**src/rtl/arp_responder.sv**
```systemverilog
// arp_responder: parses ARP requests for local_ip and streams 60-byte ARP replies, with one pending slot.
module arp_responder (
  input  logic        clk,
  input  logic        rst_n,
  input  logic [31:0] local_ip,
  input  logic [47:0] local_mac,
  input  logic [7:0]  rx_data,
  input  logic        rx_data_valid,
  output logic [7:0]  tx_arp,
  output logic        tx_arp_en,
  output logic [15:0] req_cnt,
  output logic [15:0] drop_cnt
);
  typedef enum logic [1:0] {IDLE, SEND, GAP} state_t;
  localparam logic [79:0] HDR = 80'h0806_0001_0800_0604_0001;
  state_t       state;
  logic [5:0]   idx, cnt;
  logic         armed, ok, db, dm, acc, pend_v, hit, start;
  logic [79:0]  cap, pend, src;
  logic [7:0]   mac_b, ip_b, hdr_b;
  logic [479:0] frame, build;
  always_comb begin
    mac_b = 8'(local_mac >> {3'd5 - idx[2:0], 3'b0});
    ip_b  = 8'(local_ip >> {2'd3 - 2'(idx - 6'd38), 3'b0});
    hdr_b = 8'(HDR >> {4'd9 - 4'(idx - 6'd12), 3'b0});
    hit   = idx >= 6'd42 && ok && (db || dm);
    start = (state == IDLE || (state == GAP && cnt[0])) && (pend_v || acc);
    src   = pend_v ? pend : cap;
    build = {src[79:32], local_mac, HDR[79:16], 16'h0002, local_mac, local_ip,
             src[79:32], src[31:0], 144'h0};
  end
  always_ff @(posedge clk) begin
    if (!rst_n) begin
      idx <= '0; armed <= 1'b0; ok <= 1'b0; db <= 1'b0; dm <= 1'b0; acc <= 1'b0;
      cap <= '0; pend <= '0; pend_v <= 1'b0; state <= IDLE; cnt <= '0; frame <= '0;
      tx_arp <= '0; tx_arp_en <= 1'b0; req_cnt <= '0; drop_cnt <= '0;
    end else begin
      acc <= !rx_data_valid && hit;
      if (!rx_data_valid) begin
        armed <= 1'b1; idx <= '0; ok <= 1'b1; db <= 1'b1; dm <= 1'b1;
        req_cnt <= req_cnt + 16'(hit);
      end else if (armed) begin
        idx <= idx + 6'(idx != 6'd63);
        if (idx < 6'd6) begin
          db <= db && rx_data == 8'hFF;
          dm <= dm && rx_data == mac_b;
        end
        if (idx >= 6'd12 && idx <= 6'd21) ok <= ok && rx_data == hdr_b;
        if (idx >= 6'd38 && idx <= 6'd41) ok <= ok && rx_data == ip_b;
        if (idx >= 6'd22 && idx <= 6'd31) cap <= {cap[71:0], rx_data};
      end
      // the slot is freed by a start, so a request landing on the same edge can refill it
      if (start) begin
        pend_v <= pend_v && acc;
        pend <= cap;
      end else if (acc && !pend_v) begin
        pend_v <= 1'b1;
        pend <= cap;
      end else if (acc) drop_cnt <= drop_cnt + 16'(drop_cnt != 16'hFFFF);
      if (start) begin
        state <= SEND; cnt <= '0; tx_arp_en <= 1'b1;
        tx_arp <= build[479:472]; frame <= {build[471:0], 8'h00};
      end else if (state == SEND && cnt == 6'd59) begin
        state <= GAP; cnt <= '0; tx_arp_en <= 1'b0; tx_arp <= '0;
      end else if (state == SEND) begin
        cnt <= cnt + 6'd1; tx_arp <= frame[479:472]; frame <= {frame[471:0], 8'h00};
      end else if (state == GAP) begin
        cnt <= cnt + 6'd1;
        if (cnt[0]) state <= IDLE;
      end
    end
  end
endmodule

```
**config.mk**
```make
export PLATFORM = sky130hd
export DESIGN_NAME = arp_responder
export DESIGN_NICKNAME = d
export VERILOG_FILES = /design/src/rtl/arp_responder.sv
export SDC_FILE = /design/constraint.sdc
export NUM_CORES = 1
export LEC_CHECK = 0
export ABC_CLOCK_PERIOD_IN_PS = 3100
export CORE_MARGIN = 3
export CORE_UTILIZATION = 50
export DETAILED_ROUTE_END_ITERATION = 16
export PLACE_DENSITY = 0.69
export SLEW_MARGIN = 10
export SYNTH_ARGS = -nofsm -noshare
export SYNTH_HDL_FRONTEND = slang
export SYNTH_SLANG_ARGS = --single-unit
```
**constraint.sdc**
```tcl
create_clock -name clk -period 3.1 [get_ports clk]
set_input_delay 0.62 -clock clk [delete_from_list [all_inputs] [get_ports clk]]
set_output_delay 0.62 -clock clk [all_outputs]
set_load 0.005 [all_outputs]
```
-- Yosys cells after proc, flatten, opt, wreduce, memory -nomap -nowiden
Index checks and enable logic that the tools add are counted.
- register bits: 549
- bits of input ports: 91
- output and inout port bits: 41
- word-level logic and storage cells: 128
- add/subtract/negate cells: 9
- $lt $le $gt $ge: 8
- eq/ne operators: 15
- shifts and indexed selects: 3
- mux-type cells: 30
- bitwise operators: 4
- reductions and logical operators: 41
- operator list (cell ; number):
    480-bit 2-to-1 mux ; 3
    80-bit 2-to-1 mux ; 3
    76-bit by 7-bit right shift with 8-bit output, first input constant ; 1
    48-bit by 6-bit right shift with 8-bit output ; 1
    16-bit by 1-bit adder with 16-bit output ; 2
    32-bit by 5-bit right shift with 8-bit output ; 1
    8-bit equality test ; 3
    8-bit 2-to-1 mux ; 3
    16-bit != test, second input constant ; 1
    1-bit logical AND ; 15
    1-bit 2-to-1 mux ; 15
    6-bit >= comparator, second input constant ; 2
    6-bit by 5-bit less-or-equal comparator with 1-bit output, second input constant ; 2
    6-bit 2-to-1 mux ; 2
    3-bit AND reduction ; 4
    2-bit nonzero test ; 6
    2-bit AND reduction ; 5
    3-bit nonzero test ; 3
    8-bit equality test, second input constant ; 1
    2-bit 2-to-1 mux ; 4
    6-bit by 1-bit adder with 6-bit output ; 1
    6-bit by 1-bit adder with 6-bit output, second input constant ; 1
    6-bit equality test, second input constant ; 1
    6-bit by 4-bit >= comparator with 1-bit output, second input constant ; 1
    other kinds (21) ; 29

-- Depth between registers and ports, before layout
Gate-level depths: netlist (run 1).
- depth after elaboration: 9
- gate-level depth with buffers: 15
- mapped depth without buffers: 14

-- Least setup slack after synthesis (run 1)
Ideal clock, no wire load.
- kind: flip-flop to flip-flop
- start: register idx[1]
- end: register ok
- library setup time: 130 ps
- arrival time: 2405 ps
- data required time: 2970 ps
- path slack: 564 ps
- stages on the path, launching flop included: 12
- buffers on the path: 3
- clock period less this slack: 2536 ps
- cell sequence: dfxtp_1 buf_4 buf_2 inv_1 ha_1 clkbuf_1 or3b_2 mux2i_1 mux2i_1 xor2_1 nand3_1 o22ai_1
- cells in the longest elaborated chain, start to end: 9
- ends and longest elaborated chain (what ; RTL line ; source):
    start: declaration ; 17 ; logic [5:0] idx, cnt;
    start signal: assignment ; 43 ; idx <= idx + 6'(idx != 6'd63);
    4-bit subtractor (2 in series) ; 25 ; hdr_b = 8'(HDR >> {4'd9 - 4'(idx - 6'd12), 3'b0});
    76-bit by 7-bit right shift with 8-bit output ; 25 ;
    8-bit equality test ; 48 ; if (idx >= 6'd12 && idx <= 6'd21) ok <= ok && rx_data == hdr_b;
    1-bit logical AND ; 48 ;
    1-bit 2-to-1 mux ; 48 ;
    1-bit 2-to-1 mux ; 49 ; if (idx >= 6'd38 && idx <= 6'd41) ok <= ok && rx_data == ip_b;
    1-bit 2-to-1 mux ; 42 ; end else if (armed) begin
    1-bit 2-to-1 mux ; 39 ; if (!rx_data_valid) begin
    end signal: assignment ; 48 ;
    end signal: assignment ; 49 ;
    end: declaration ; 18 ; logic armed, ok, db, dm, acc, pend_v, hit, start;
Parallel ways exist; a longest one is shown, timed or not. The select of a mux whose other input is x is not followed.
A chain may end at the register's enable or synchronous reset.

-- Worst setup path after layout (run 1)
- start: register idx[1]
- end: register cap[29]
- cells in the longest elaborated chain, start to end: 3
- ends and longest elaborated chain (what ; RTL line ; source):
    6-bit by 5-bit >= comparator with 1-bit output or 6-bit by 5-bit less-or-equal comparator with 1-bit output (tied branches) ; 50 ; if (idx >= 6'd22 && idx <= 6'd31) cap <= {cap[71:0], rx_data};
    1-bit logical AND (*) ; 50 ;
    3-bit AND reduction (no source line) (*) ; - ;
    end signal: assignment ; 50 ;
    end: declaration ; 19 ; logic [79:0] cap, pend, src;
Mark *: on every way between the ends. The rest lies on a longest branch, timed or not.

==> metrics.md, run 1 <==
| Metric | Value |
|---|---|
| Status | finished, final reports clean |
| Critical path arrival | between 3 and 4 ns |
| CORE AREA | roughly 0.045 sq mm |
| Fraction of layout cells with a size suffix above 1 | around 7.9% |
| Worst path required time | roughly 3.5 ns |
| Clk root buf | clkbuf_16 |
| Gpl congestion | around 0.9 |
| Area grow syn2layout | 16.5% |
| Reg2reg end | cap[29] |
| Hpwl dp | 37,500 microns |
| Slew @ Worst Pin | around 0.96 ns |
| Setup ws final | around 0.51 ns |
| Vias in the first global route | between 15,000 and 20,000 |
| Register area share after synthesis | between 40% and 50% |
| Maxcap violations | 0 |
| CTS resizes | 0 |
| Final-report setup violation count | 0 |
| Synthesized area per cell | 8.03 sq um |
| Asr flop ratio synth | 0% |
| Total number of vias | 19,700 |
| Post-synth top area cell | dfxtp_1 |
| FP Rows | between 70 and 80 |
| Worst-path fanout max | 80 |
| Die height | roughly 220 microns |
| First-pass iteration count of the detailed router | 7 |
| Placed Area | between 0.02 and 0.025 sq mm |
| Number of synthesized register bits | about 550 |
| Peak VDD IR | roughly 0.00052 V |
| Design Area, Final | roughly 0.026 sq mm |
| R2r startpoint | idx[1] |
| Commonest cells in the netlist | nand2_1 (988), dfxtp_1 (549), a21oi_1 (245) |
| Gr ovfl total | 0 |
| Max-slew violations | 0 |
| Unrepaired setup endpoints after global routing | no |
| Crit path time final | ~2.6 ns |
| CP Class | reg2reg |
| Port Buf Inserts | approximately 130 |
| R2r setup slk | between 0.5 and 0.6 ns |
| Syn Inst Count | 2,821 |
| Antenna-violating nets left | 0 |
| Dominant synthesized flop cell | dfxtp_1 |
| CTS max path bufs | 3 |
| Netlist cell types | 60 |
| Most common cell in the netlist | nand2_1 |
| TritonCTS buffer count | 54 |
| Relative slew margins | a little over a third |
| Lkg Pwr | between 8 and 9 nW |
| Yosys warns | 0 |
| Initial Util | about half |
| Largest net degree at the start of global routing | 154 |
| Yosys top cell area share | a little under 50% |
| Worst skew pair latency | 0.60 ns |
| Sequential cell area | ~0.011 sq mm |
| Crit end category | register |
| Residual DRC | 0 |
| Final total negative setup slack | 0 ns |
| Worst hold-check path type | reg2reg |
| Setup crit start kind | register |
| Worst-case hold path end point | frame[379] |
| FILL cells | around 4,000 |
| Die Area | 0.0479 sq mm |
| Worst-path clk slew | 0.06 ns |
| I/O pin cnt | around 130 |
| Initial antenna violation count | 3 |
| Syn Nets | approximately 2,900 |
| CTS tree | built |
| Setup Skew | around 0.015 ns |
| Cell Area, Synth | roughly 0.023 sq mm |
| DR WL/cell | approximately 17 microns |
| Pre-CTS WS | about 0.52 ns |
| TritonCTS sink count | 549 |
| GRT Resource Usage Total | about a quarter |
| Final nets | slightly below 3,000 |
| Largest cells by area after synthesis | dfxtp_1 (49%), nand2_1 (16%), a31oi_1 (5.6%) |
| Post-synth EDFFs | 0 |
| Tcrit/Tclk final | between 80% and 90% |
| Routed wire length | approximately 60,000 microns |
| Die width | around 220 microns |
| Power Density | 540 mW/mm^2 |
| Hold_sp | frame[371] |
| First-pass GRT wire length | approximately 95,000 microns |
| Post-cts hold buffer count | 0 |
| Multi-input logic area | 0.0107 sq mm |
| Cells on worst reg2reg path | 8 |
| Hold Path Depth | 2 |
| H-tree levels | 2 |
| Vias per cell | 5.66 |
| Final Hold Vio Count | 0 |
| Initial DRC count | about 1,700 |
| Highest Clock Rate | approximately 390 MHz |
| Postcts setup bufs | 0 |
-- worst max path at each step --
stage                from           to  slack [ns]
2_1_floorplan      idx[1]           ok        0.56
3_3_place_gp   rx_data[5]           dm        0.57
3_5_place_dp   rx_data[5]           dm        0.52
4_1_cts            idx[2]  req_cnt[13]        0.57
5_1_grt            idx[2]  req_cnt[13]        0.27
6_report           idx[1]      cap[29]        0.51
-- placed cells by master, fill, tap and decap left out, types with 7 or more instances in the layout --
cell	n
mux2i_1	32
mux4_1	9
a21oi_1	244
clkbuf_16	55
xnor2_1	23
a31oi_1	204
nor2b_1	32
clkdlybuf4s50_1	130
mux2_2	50
a221oi_1	8
buf_12	24
clkbuf_8	16
clkinv_2	12
nor2_1	109
buf_4	36
ha_1	14
nand4_1	17
o21ai_0	113
a211oi_1	25
inv_1	10
clkbuf_1	7
nand2_1	986
and4_1	7
xor2_1	29
a311oi_1	56
nand3_1	8
dfxtp_1	547
and3_1	7
-- per-layer routing --
| layer | global-route usage, % | part of all wire (%) |
|---|---|---|
| met1 | 33.5 | 45 |
| met4 | 8.60 | 3.2 |
| met3 | 3.59 | 6.0 |
| met2 | 38.7 | 45 |
| met5 | 0 | 0.033 |
-- through the flow --
step | utilization (%) | instances | hold WS (ns) | total power [W]
after floorplan | - | 2821 | 0.432 | 0.00745
after global placement | 55.1 | 3373 | 0.435 | 0.00767
after detailed placement | 55.1 | 3373 | 0.444 | 0.00767
after CTS | 59.3 | 3472 | 0.450 | 0.0143
after global routing | 59.3 | 3474 | 0.465 | 0.0147
final | 59.3 | 3474 | 0.449 | 0.0142
-- layout make-up --
cell class	instances	area share (%)
flip-flops and latches	549	41.7
multi-input cells	2029	40.5
repair buffers	191	7.80
inverters	12	0.199
diodes	2	0.0190
clock inverters	21	0.835
well taps	592	2.81
clock buffers	78	6.15
-- state kept, by name, indices dropped and copies added (netlist names), 2 cells and up --
register	flops
tx_arp	8
req_cnt	16
frame	328
state	2
idx	6
cap	80
drop_cnt	16
cnt	6
pend	80
-- cell families (layout without fill, tap and decap cells) --
kind of cell | after synthesis | after routing | share of synthesized area (%)
DFF | 549 | 549 | 48.5
xor gates and xnor gates | 52 | 52 | 2.01
and+or+nand+nor | 1200 | 1200 | 21.2
muxes | 98 | 98 | 5.61
AOI/OAI and AO/OA | 665 | 665 | 17.5
buffers and inverters | 243 | 302 | 4.42
adders and majority gates | 14 | 14 | 0.774
other | 0 | 2 | 0
-- power by group --
part	total (W)	switching, W	internal [W]
registers	0.00707	0.00000906	0.00706
clock network	0.00672	0.00276	0.00396
logic	0.000459	0.000259	0.000200
-- worst max-delay path, cell delays in order, from the launching register on --
cell and delay [ns]:
dfxtp_1 0.39, buf_4 0.28, ha_1 0.21, nor2b_1 0.31
nor3_1 0.14, or3_2 0.56, buf_12 0.24, nand2_1 0.15
a21oi_1 0.07
No activity file was read; power rests on OpenSTA's default activity.
==> run 2, diff against run 1 <==
Settings changed: ABC_CLOCK_PERIOD_IN_PS 3100 to 2100, PLACE_DENSITY 0.69 to 0.71.
Clock period 3.1 ns to 2.1 ns, I/O delays scaled along.
==> metrics.md, run 2 (synthesis gave the netlist of run 1 again) <==
| Metric | Value |
|---|---|
| Status | finished with violations |
| Failing checks | setup timing |
| Worst skew pair latency | 0.60 ns (about the same) |
| Die height | 219 microns (unchanged) |
| CP Cell Sequence | inv_2 -> ha_4 -> inv_2 -> o211ai_1 -> a21oi_2 -> nor2_2 -> ha_2 -> ha_4 -> and4b_1 -> nand4_1 -> nor2_2 -> nand4_1 -> xor2_1 -> nor2_1 |
| Initial Util | 50.9% (unchanged) |
| Port Buf Inserts | 131 (unchanged) |
| Area grow syn2layout | 25.7% |
| Slew @ Worst Pin | 0.695 ns (-0.268 ns) |
| Slowest stage delay, CP | 0.33 ns (-0.23 ns) |
| DR WL/cell | 17.9 microns (+4.1%) |
| Initial antenna violation count | 2 (-1) |
| Residual DRC | 0 (unchanged) |
| Vias per cell | 5.68 (+0.32%) |
| Critical path arrival | 2.82 ns (-0.21 ns) |
| Unrepaired setup endpoints after global routing | yes |
| Setup crit start kind | register |
| CTS tree | built |
| First-pass iteration count of the detailed router | 5 (-2) |
| Clk root buf | clkbuf_16 |
| Die Area | 0.0479 sq mm (unchanged) |
| Worst hold-check path type | in2reg |
| Worst hold slack | 0.267 ns (-0.182 ns) |
| Maxcap violations | 0 (unchanged) |
| Largest register FFs | 328 (unchanged) |
| Worst path required time | 2.58 ns (-0.95 ns) |
| Crit path time final | 2.34 ns (-0.252 ns) |
| Max-slew violations | 0 (unchanged) |
| Top reg by flops | frame |
| TritonCTS buffer count | 55 (+1.9%) |
| CTS max path bufs | 3 (unchanged) |
| Post-cts hold buffer count | 0 (unchanged) |
| Most frequent cells in the layout | nand2_1 (982), dfxtp_1 (541), a21oi_1 (243) |
| Worst-path clk slew | 0.06 ns (about the same) |
| Final Hold Vio Count | 0 (unchanged) |
| Highest Clock Rate | 427 MHz (+11%) |
| GRT Resource Usage Total | 25.7% (+1.5 points) |
| Antenna-violating nets left | 0 (unchanged) |
| Tcrit/Tclk final | 111% (+28 points) |
| Setup Skew | 0.00948 ns (-0.00551 ns) |
| Vias in the first global route | 19,500 (+6.4%) |
| Die width | 219 microns (unchanged) |
| Hpwl dp | 41,800 microns (+12%) |
| CP Class | reg2reg |
| Final-report setup violation count | 8 (+8) |
| Commonest non-fill, non-tap cell in the layout | nand2_1 |
| Final total negative setup slack | -0.957 ns (-0.957 ns) |
| I/O pin cnt | 132 (unchanged) |
| TritonCTS sink count | 549 (unchanged) |
| Relative slew margins | 53.5% (+18 points) |
| Crit end category | register |
| Final nets | 3,121 (+6.1%) |
| Initial DRC count | 1,726 (+1.7%) |
| Fraction of layout cells with a size suffix above 1 | 14.9% (+7.0 points) |
| CORE AREA | 0.0445 sq mm (unchanged) |
| Worst-path fanout max | 3 (-96%) |
| CP max stage cell | dfxtp_2 |
| Setup ws final | -0.241 ns (-0.748 ns) |
| Antenna Cells | 0 (-2) |
| Final Non-Filler Cells | 3,649 (+5.0%) |
| Routed wire length | 65,300 microns (+9.3%) |
| Power Density | 742 mW/mm^2 (+37%) |
| Placed Cells | 3,514 (+4.2%) |
| Largest net degree at the start of global routing | 81 (-47%) |
| H-tree levels | 2 (unchanged) |
| Peak VDD IR | 0.000789 V (+52%) |
| Lkg Pwr | 9.67 nW (+12%) |
| Top flop regs | frame x328, cap x80, pend x80 |
| Gr ovfl total | 0 (unchanged) |
| Total number of vias | 20,700 (+5.4%) |
| First-pass GRT wire length | 101,000 microns (+6.1%) |
| FP Rows | 77 (unchanged) |
| Gpl congestion | 0.906 (+1.0%) |
-- run 2: cell count changes in the layout (fill, tap and decap cells not counted), moves of 6 or more --
| cell | change |
|---|---|
| buf_12 | +18 |
| buf_4 | +131 |
| buf_6 | +17 |
| clkbuf_1 | +7 |
| clkbuf_16 | +10 |
| dfxtp_1 | -6 |
| ha_1 | -7 |
| mux2i_1 | -6 |
| mux2i_4 | +6 |
| o21ai_0 | -22 |
| o21ai_1 | +21 |
-- run 2: per-layer routing --
layer | GRT usage [%] | up-vias | part of all wire (%)
li1 | - | 10000 | -
met1 | 35.2 | 10000 | 44
met2 | 41.7 | 588 | 47
met3 | 3.68 | 117 | 5.6
met4 | 9.03 | 4 | 2.9
met5 | 0 | - | 0.032
-- run 2: final timing paths --
| kind | depth (start not counted) | to | slack, ns | start |
|---|---|---|---|---|
| setup / recovery | 14 | req_cnt[14] | -0.24 | idx[2] |
| hold / removal | 2 | drop_cnt[6] | 0.27 | rst_n |
| setup reg to reg | 14 | req_cnt[14] | -0.24 | idx[2] |
| hold reg to reg | 2 | frame[364] | 0.45 | frame[356] |
-- run 2: per-stage QoR --
| stage | power, W | instance area (sq um) | utilization [%] | setup slack (ns) |
|---|---|---|---|---|
| 2_1_floorplan | 0.0110 | 22700 | - | -0.282 |
| 3_3_place_gp | 0.0115 | 25800 | 58.0 | -0.233 |
| 3_5_place_dp | 0.0115 | 25800 | 58.0 | -0.279 |
| 4_1_cts | 0.0212 | 27800 | 62.6 | -0.242 |
| 5_1_grt | 0.0217 | 28500 | 63.9 | -0.408 |
| 6_report | 0.0211 | 28500 | 63.9 | -0.241 |
-- run 2: timing repair --
action,CTS,global route
resized for setup,29,96
pin swaps,16,34
setup buffers,8,23
cloned,1,7
endpoints found under the setup margin,76,307
-- run 2: report_power, final --
part	switching (W)	internal (W)	leakage [nW]
logic	0.000447	0.000413	4.34
clock network	0.00409	0.00576	0.897
registers	0.00000542	0.0104	4.43
-- run 2: layout make-up --
type	instances	area (sq um)
sequential	549	11000
inverter	12	55.1
multi-input combinational	2030	11000
clock inverter	13	118
tap	592	741
fill	3684	16000
timing repair buffer	368	3880
clock buffer	85	1690
-- run 2: critical path, delay by kind of cell (launching register included) --
kind / cells / cell delay [ns]
AO/OA/AOI/OAI: 2 / 0.30
AND/OR/NAND/NOR: 6 / 0.84
buffers and inverters: 2 / 0.10
adder cells (fa/ha/maj): 3 / 0.48
XOR/XNOR: 1 / 0.18
flip-flops: 1 / 0.33
==> run 3, diff against run 2 <==
Settings changed: ABC_CLOCK_PERIOD_IN_PS 2100 to 2900, GPL_TIMING_DRIVEN from default to 0, PLACE_DENSITY 0.71 to 0.69.
Clock period 2.1 ns to 2.9 ns, I/O delays scaled along.
==> metrics.md, run 3 (synthesis gave the netlist of run 1 again) <==
| Metric | Value |
|---|---|
| Top reg by flops | frame |
| Largest net degree at the start of global routing | 20 (-75%) |
| Worst-path clk slew | 0.06 ns (about the same) |
| Crit path time final | 2.80 ns (+0.456 ns) |
| Routed wire length | 72,200 microns (+10%) |
| Setup Skew | 0.0176 ns (+0.00809 ns) |
| Worst path required time | 3.38 ns (+0.80 ns) |
| Vias per cell | 5.77 (+1.5%) |
| Max-slew violations | 0 (unchanged) |
| Worst skew pair latency | 0.61 ns (about the same) |
| Setup crit start kind | register |
| TritonCTS buffer count | 57 (+3.6%) |
| Gpl congestion | 0.986 (+8.9%) |
| CP Class | reg2reg |
| H-tree levels | 2 (unchanged) |
| Final nets | 3,112 (-0.29%) |
| TritonCTS sink count | 549 (unchanged) |
| Initial antenna violation count | 1 (-1) |
| FP Rows | 77 (unchanged) |
| Maxcap violations | 0 (unchanged) |
| Clk root buf | clkbuf_16 |
| Total number of vias | 21,000 (+1.3%) |
| Seq pwr share | 47.2% (-2.1 points) |
| DR WL/cell | 19.8 microns (+11%) |
| Final Hold Vio Count | 0 (unchanged) |
| Design Area, Final | 0.0268 sq mm (-5.9%) |
| Sw power | 0.00341 W (-25%) |
| Die width | 219 microns (unchanged) |
| CORE AREA | 0.0445 sq mm (unchanged) |
| Clock network power share | 49.3% (+2.7 points) |
| Die Area | 0.0479 sq mm (unchanged) |
| Worst hold-check path type | in2reg |
| Critical path arrival | 3.28 ns (+0.46 ns) |
| First-pass iteration count of the detailed router | 6 (+1) |
| Tcrit/Tclk final | 96.5% (-15 points) |
| Port Buf Inserts | 126 (-3.8%) |
| Antenna-violating nets left | 0 (unchanged) |
| Gr ovfl total | 0 (unchanged) |
| Relative slew margins | 12.2% (-41 points) |
| Final-report setup violation count | 0 (-8) |
| GRT Resource Usage Total | 29.2% (+3.5 points) |
| Int Pwr | 0.0126 W (-24%) |
| Most frequent cells in the layout | nand2_1 (988), dfxtp_1 (548), a21oi_1 (244) |
| Highest Clock Rate | 357 MHz (-16%) |
| Fraction of layout cells with a size suffix above 1 | 7.37% (-7.6 points) |
| Initial DRC count | 2,115 (+23%) |
| Residual DRC | 0 (unchanged) |
| Peak VDD IR | 0.000454 V (-42%) |
| CTS max path bufs | 3 (unchanged) |
| Placed Area | 0.0246 sq mm (-4.6%) |
| Largest register FFs | 328 (unchanged) |
| Vias in the first global route | 20,000 (+2.7%) |
| I/O pin cnt | 132 (unchanged) |
| Status | finished, final reports clean |
| Commonest non-fill, non-tap cell in the layout | nand2_1 |
| Crit end category | register |
| Initial Util | 50.9% (unchanged) |
| Slew @ Worst Pin | 1.32 ns (+0.622 ns) |
| Post-cts hold buffer count | 0 (unchanged) |
| Die height | 219 microns (unchanged) |
| Worst-path fanout max | 10 (+7) |
| Power Density | 598 mW/mm^2 (-20%) |
| Lkg Pwr | 8.71 nW (-9.8%) |
| Final core utilization | 60.2% (-3.8 points) |
| Top flop regs | frame x328, cap x80, pend x80 |
| First-pass GRT wire length | 111,000 microns (+9.4%) |
| Hpwl dp | 54,200 microns (+30%) |
| Sw frac | 21.3% (-0.18 points) |
| CTS tree | built |
| Combinational share of power | 3.5% (-0.6 points) |
| Area grow syn2layout | 18.3% |
| Power Total | 0.0160 W (-24%) |
==> run 3: cell count changes in the layout (fill, tap and decap cells not counted), sizes merged <==
cell | before | now
clkdlybuf4s50 | 130 | 126
or2 | 3 | 2
buf | 232 | 49
inv | 11 | 13
clkbuf | 91 | 264
clkinv | 11 | 10
clkinvlp | 1 | 2
bufinv | 2 | 9
diode | 0 | 1
==> run 3: power by group through the flow <==
stage / combinational, W / clock, W / sequential, W
after floorplan: 0.000246 / 0 / 0.00772
after global placement: 0.000536 / 0 / 0.00772
after detailed placement: 0.000538 / 0 / 0.00772
after CTS: 0.000541 / 0.00796 / 0.00755
after global routing: 0.000581 / 0.00829 / 0.00754
final: 0.000559 / 0.00790 / 0.00755
==> run 3: cell type report <==
class	count	area (sq um)
timing repair buffer	129	1280
clock inverter	22	348
inverter	12	45.0
fill	4042	17700
multi-input combinational	2029	10700
sequential	549	11000
clock buffer	81	1690
buffer	229	975
antenna	1	2.50
tap	592	741
==> run 3: routing by layer <==
layer	GRT usage [%]	routed length, microns	share of wire (%)
met5	0	0	0
met2	48.5	33700	47
met1	38.6	30600	42
met3	4.47	5090	7.1
met4	11.3	2800	3.9
==> run 3: worst paths after layout <==
| kind | cells past startpoint | start | to | slack (ns) |
|---|---|---|---|---|
| worst max-delay path | 14 | idx[0] | req_cnt[13] | 0.10 |
| worst min-delay path | 3 | rx_data[1] | cap[1] | 0.37 |
| worst max register to register | 14 | idx[0] | req_cnt[13] | 0.10 |
| worst min register to register | 2 | frame[380] | frame[388] | 0.45 |
==> run 3: what timing repair did <==
item                       CTS  global route
gates resized for setup      5            33
pin swaps                    0             6
setup endpoints to repair   68           200
buffers inserted             0             3
cloned                       0             0
==> run 3: worst max-delay path, stage by stage (launching register included) <==
cell	delay, ns
dfxtp_1	0.32
buf_6	0.14
buf_12	0.15
buf_8	0.15
buf_6	0.15
o211ai_1	0.23
a21oi_2	0.12
nor2_4	0.19
ha_4	0.17
and4b_1	0.30
nand4_1	0.20
nor2_1	0.23
nand3_1	0.12
xor2_1	0.15
nor2_1	0.05
==> run 3: metrics by stage <==
step / TNS [ns] / hold WS [ns] / instances / setup slack (ns)
after floorplan: 0 / 0.432 / 2821 / 0.364
final: 0 / 0.370 / 3644 / 0.103
after detailed placement: -6.64 / 0.443 / 3539 / -0.367
after global placement: -4.01 / 0.438 / 3539 / -0.293
after global routing: -0.00907 / 0.378 / 3644 / -0.00597
after CTS: 0 / 0.347 / 3641 / 0.0143
==> patch 1, RTL diff (settings of run 2) <==
Make the reset (`rst_n`) asynchronous in one clocked block.
--- a/src/rtl/arp_responder.sv
+++ b/src/rtl/arp_responder.sv
@@ -29,7 +29,7 @@
     build = {src[79:32], local_mac, HDR[79:16], 16'h0002, local_mac, local_ip,
              src[79:32], src[31:0], 144'h0};
   end
-  always_ff @(posedge clk) begin
+  always_ff @(posedge clk or negedge rst_n) begin
     if (!rst_n) begin
       idx <= '0; armed <= 1'b0; ok <= 1'b0; db <= 1'b0; dm <= 1'b0; acc <= 1'b0;
       cap <= '0; pend <= '0; pend_v <= 1'b0; state <= IDLE; cnt <= '0; frame <= '0;
Check against the original RTL: same outputs for any inputs over 4 cycles, from zero or initial values and one cycle with rst_n low; that may be too few to reach the edited logic, so the function may still have changed.
==> patch 1 against run 2 <==
The flow still finishes with violations (negative setup slack). Sequential cell count unchanged. Clock skew up 0.010 ns. Cell area up 2.9%. Routed wire length shrank 8.5%. Area after synthesis grew 5.8%. Synthesized cell count shrank 27%. Sequential share of layout area grew 8.2 points. First-iteration DRC count shrank 24%. Worst setup slack gained 0.048 ns. Critical endpoint is now req_cnt[8]. Highest routed layer is now met4.
Power is not compared: it rests on default switching activity, and its combinational part moved more than twofold at a synthesized area within 25%.
==> patch 1: results <==
export IMPL_status="finished with violations"
export IMPL_violations="negative setup slack"
export IMPL_place_inst=2767
export IMPL_dpl_hpwl_mm=38.5
export IMPL_vias=17103
export IMPL_timing_rr_end="req_cnt[8]"
export IMPL_nets=2348
export IMPL_tightest_slew_ns=0.785
export IMPL_drive_above_1_share_pct=20.6
export IMPL_critPathMaxStageDelay_ns=0.39
export IMPL_synthMuxAreaShare_pct=13.4
export IMPL_synth_cell_type_count=59
export IMPL_synth_commonest_cells="549 x dfrtp_1, 342 x nand2_1, 166 x mux2_2"
export IMPL_fin_skew_ns=0.0194
export IMPL_r2r_start="idx[2]"
export IMPL_wl_met3_mm=3.13
export IMPL_setup_ws_ns=-0.193
export IMPL_synth_compound_area_share_pct=11.3
export IMPL_layout_nonclk_buf_share_pct=10.5
export IMPL_synth_async_sr_flop_share_pct=100
export IMPL_synth_xor_area_share_pct=2.08
export IMPL_multi_input_area_share_pct=33.3
export IMPL_synthAdderAreaFrac_pct=0.575
export IMPL_seq_cell_share_pct=46.9
export IMPL_clk_share_pct=6.44
export IMPL_finalSetupViolations=13
export IMPL_antenna_found_initial=1
export IMPL_clock_latency_ns=0.62
export IMPL_fp_dieW_um=225
export IMPL_hold_path_class="in -> async"
export IMPL_path_max_fanout=2
export IMPL_grt_pass1_wl_mm=93.1
export IMPL_wl_met1_mm=26.0
export IMPL_synth_area_leaders="dfrtp_1 57%, mux2_2 7.8%, nand2_1 5.4%"
export IMPL_placed_area_mm2=0.0269
patch 1: changes by cell type in the layout (fill, tap and decap cells not counted), moves of 68 or more:
cell            run 2  this run
a21oi_1           243        26
a221o_1             1       128
a31oi_1           202        44
buf_4             167        99
dfrtp_1             0       545
dfxtp_1           541         0
mux2_2             50       166
mux2i_1            26        96
nand2_1           982       339
nand3_1             7        91
patch 1: metal layers:
metal | global-route usage, % | vias up
met3 | 3.85 | 131
met1 | 31.5 | 8764
met4 | 9.88 | 0
met5 | 0 | -
li1 | - | 7769
met2 | 36.9 | 439
patch 1: what timing repair did:
item | in CTS | in global routing
resized for setup | 10 | 42
hold endpoints to repair | 58 | 0
gates cloned | 0 | 4
setup endpoints to repair | 11 | 160
hold buffers | 1 | 0
pin swaps | 13 | 16
buffers inserted | 7 | 18
==> patch 2, RTL diff (flow settings as in run 2) <==
Made on the original files. Encoding of `state_t`: now one-hot (3 bits for 3 states).
--- a/src/rtl/arp_responder.sv
+++ b/src/rtl/arp_responder.sv
@@ -11,7 +11,7 @@
   output logic [15:0] req_cnt,
   output logic [15:0] drop_cnt
 );
-  typedef enum logic [1:0] {IDLE, SEND, GAP} state_t;
+  typedef enum logic [2:0] {IDLE = 3'b001, SEND = 3'b010, GAP = 3'b100} state_t;
   localparam logic [79:0] HDR = 80'h0806_0001_0800_0604_0001;
   state_t       state;
   logic [5:0]   idx, cnt;
Check against the original RTL: no difference found for any inputs over 4 cycles, from zero or initial values and one cycle with rst_n low; so few cycles prove little.
==> patch 2 against run 2 <==
Sequential cell count rose by 1. Routed wire length up 8.1%. Worst hold slack improved by 0.087 ns. Worst setup slack improved by 0.0069 ns. Largest cell class is now multi-input combinational cells. Global-route usage increased by 0.18 points. Clock power up 6%. The run still ends with negative setup slack left. Synthesized cell count decreased by 0.64%. Cell area rose by 5.2%. Total power increased by 2.3%. Area after synthesis increased by 0.33%.
==> patch 2: results <==
export IMPL_status="finished with violations"
export IMPL_violations="negative setup slack"
export IMPL_finalSetupViolations=101
export IMPL_cts_sinks=550
export IMPL_synth_seq_area_share_pct=48.5
export IMPL_viasPerCell=5.80
export IMPL_holdWs_ns=0.354
export IMPL_n_clock_buffer=79
export IMPL_inverters=18
export IMPL_setup_ws_ns=-0.234
export IMPL_grt_max_degree=100
export IMPL_max_clock_path_buffers=3
export IMPL_comb_multi_input_count=2010
export IMPL_arrival_ns=2.83
export IMPL_layout_nonclk_buf_share_pct=14.7
export IMPL_clk_power_w=0.0104
export IMPL_ir_drop_mv=0.673
export IMPL_grt_use_total_pct=25.9
export IMPL_dpl_hpwl_mm=41.8
export IMPL_wl_mm=70.6
export IMPL_antenna_found_initial=0
export IMPL_nets=3132
export IMPL_buffers=394
export IMPL_grt_pass1_vias=19669
export IMPL_grt_pass1_wl_mm=101
export IMPL_drive_above_1_share_pct=21.0
export IMPL_clk_share_pct=6.34
export IMPL_synthMuxAreaShare_pct=6.59
export IMPL_fin_skew_ns=0.0149
export IMPL_synth_cell_type_count=58
export IMPL_leakagePower_nw=10.2
export IMPL_seqCellArea_mm2=0.0110
export IMPL_crit_slowest_cell="or4b_4"
export IMPL_fillers=3495
export IMPL_min_to="state[0]"
export IMPL_ff2ff_path_depth=12
export IMPL_numCtsBuffers=56
export IMPL_hold_path_depth=3
export IMPL_detail_route_iter0_violations=1879
export IMPL_synthAdderAreaFrac_pct=0.606
export IMPL_syn_nets=2905
export IMPL_critPathMaxStageDelay_ns=0.57
export IMPL_path_max_fanout=5
export IMPL_synth_compound_area_share_pct=17.1
export IMPL_tns_ns=-15.00
export IMPL_synth_xor_area_share_pct=1.81
export IMPL_p_int_w=0.0170
export IMPL_synth_area_leaders="dfxtp_1 48%, nand2_1 14%, a21oi_1 6.4%"
export IMPL_multi_input_area_mm2=0.0118
export IMPL_gp_congestion=0.932
export IMPL_synth_commonest_cells="854 x nand2_1, 550 x dfxtp_1, 291 x a21oi_1"
export IMPL_placed_area_mm2=0.0258
export IMPL_timing_rr_end="cap[54]"
export IMPL_tightest_slew_ns=0.658
## patch 2: metrics by stage
stage | worst slack (ns) | total power [W] | util, % | instances
2_1_floorplan | -0.231 | 0.0110 | - | 2803
3_3_place_gp | -0.442 | 0.0114 | 58.0 | 3481
3_5_place_dp | -0.419 | 0.0114 | 58.0 | 3481
4_1_cts | -0.246 | 0.0217 | 63.0 | 3595
5_1_grt | -0.330 | 0.0222 | 67.3 | 3662
6_report | -0.234 | 0.0216 | 67.3 | 3662
## patch 2: timing repair
item	CTS	global route
buffers inserted	13	45
pin swaps	22	78
endpoints found under the setup margin	146	357
cloned	3	26
hold buffers	0	0
resized for setup	33	301
## patch 2: routing by layer
| metal | up-vias | wire (µm) | track usage [%] |
|---|---|---|---|
| met5 | - | 0 | 0 |
| met4 | 0 | 2400 | 10.5 |
| met3 | 166 | 4680 | 4.71 |
| met2 | 729 | 34000 | 43.3 |
| met1 | 10277 | 29500 | 33.1 |
| li1 | 10077 | - | - |
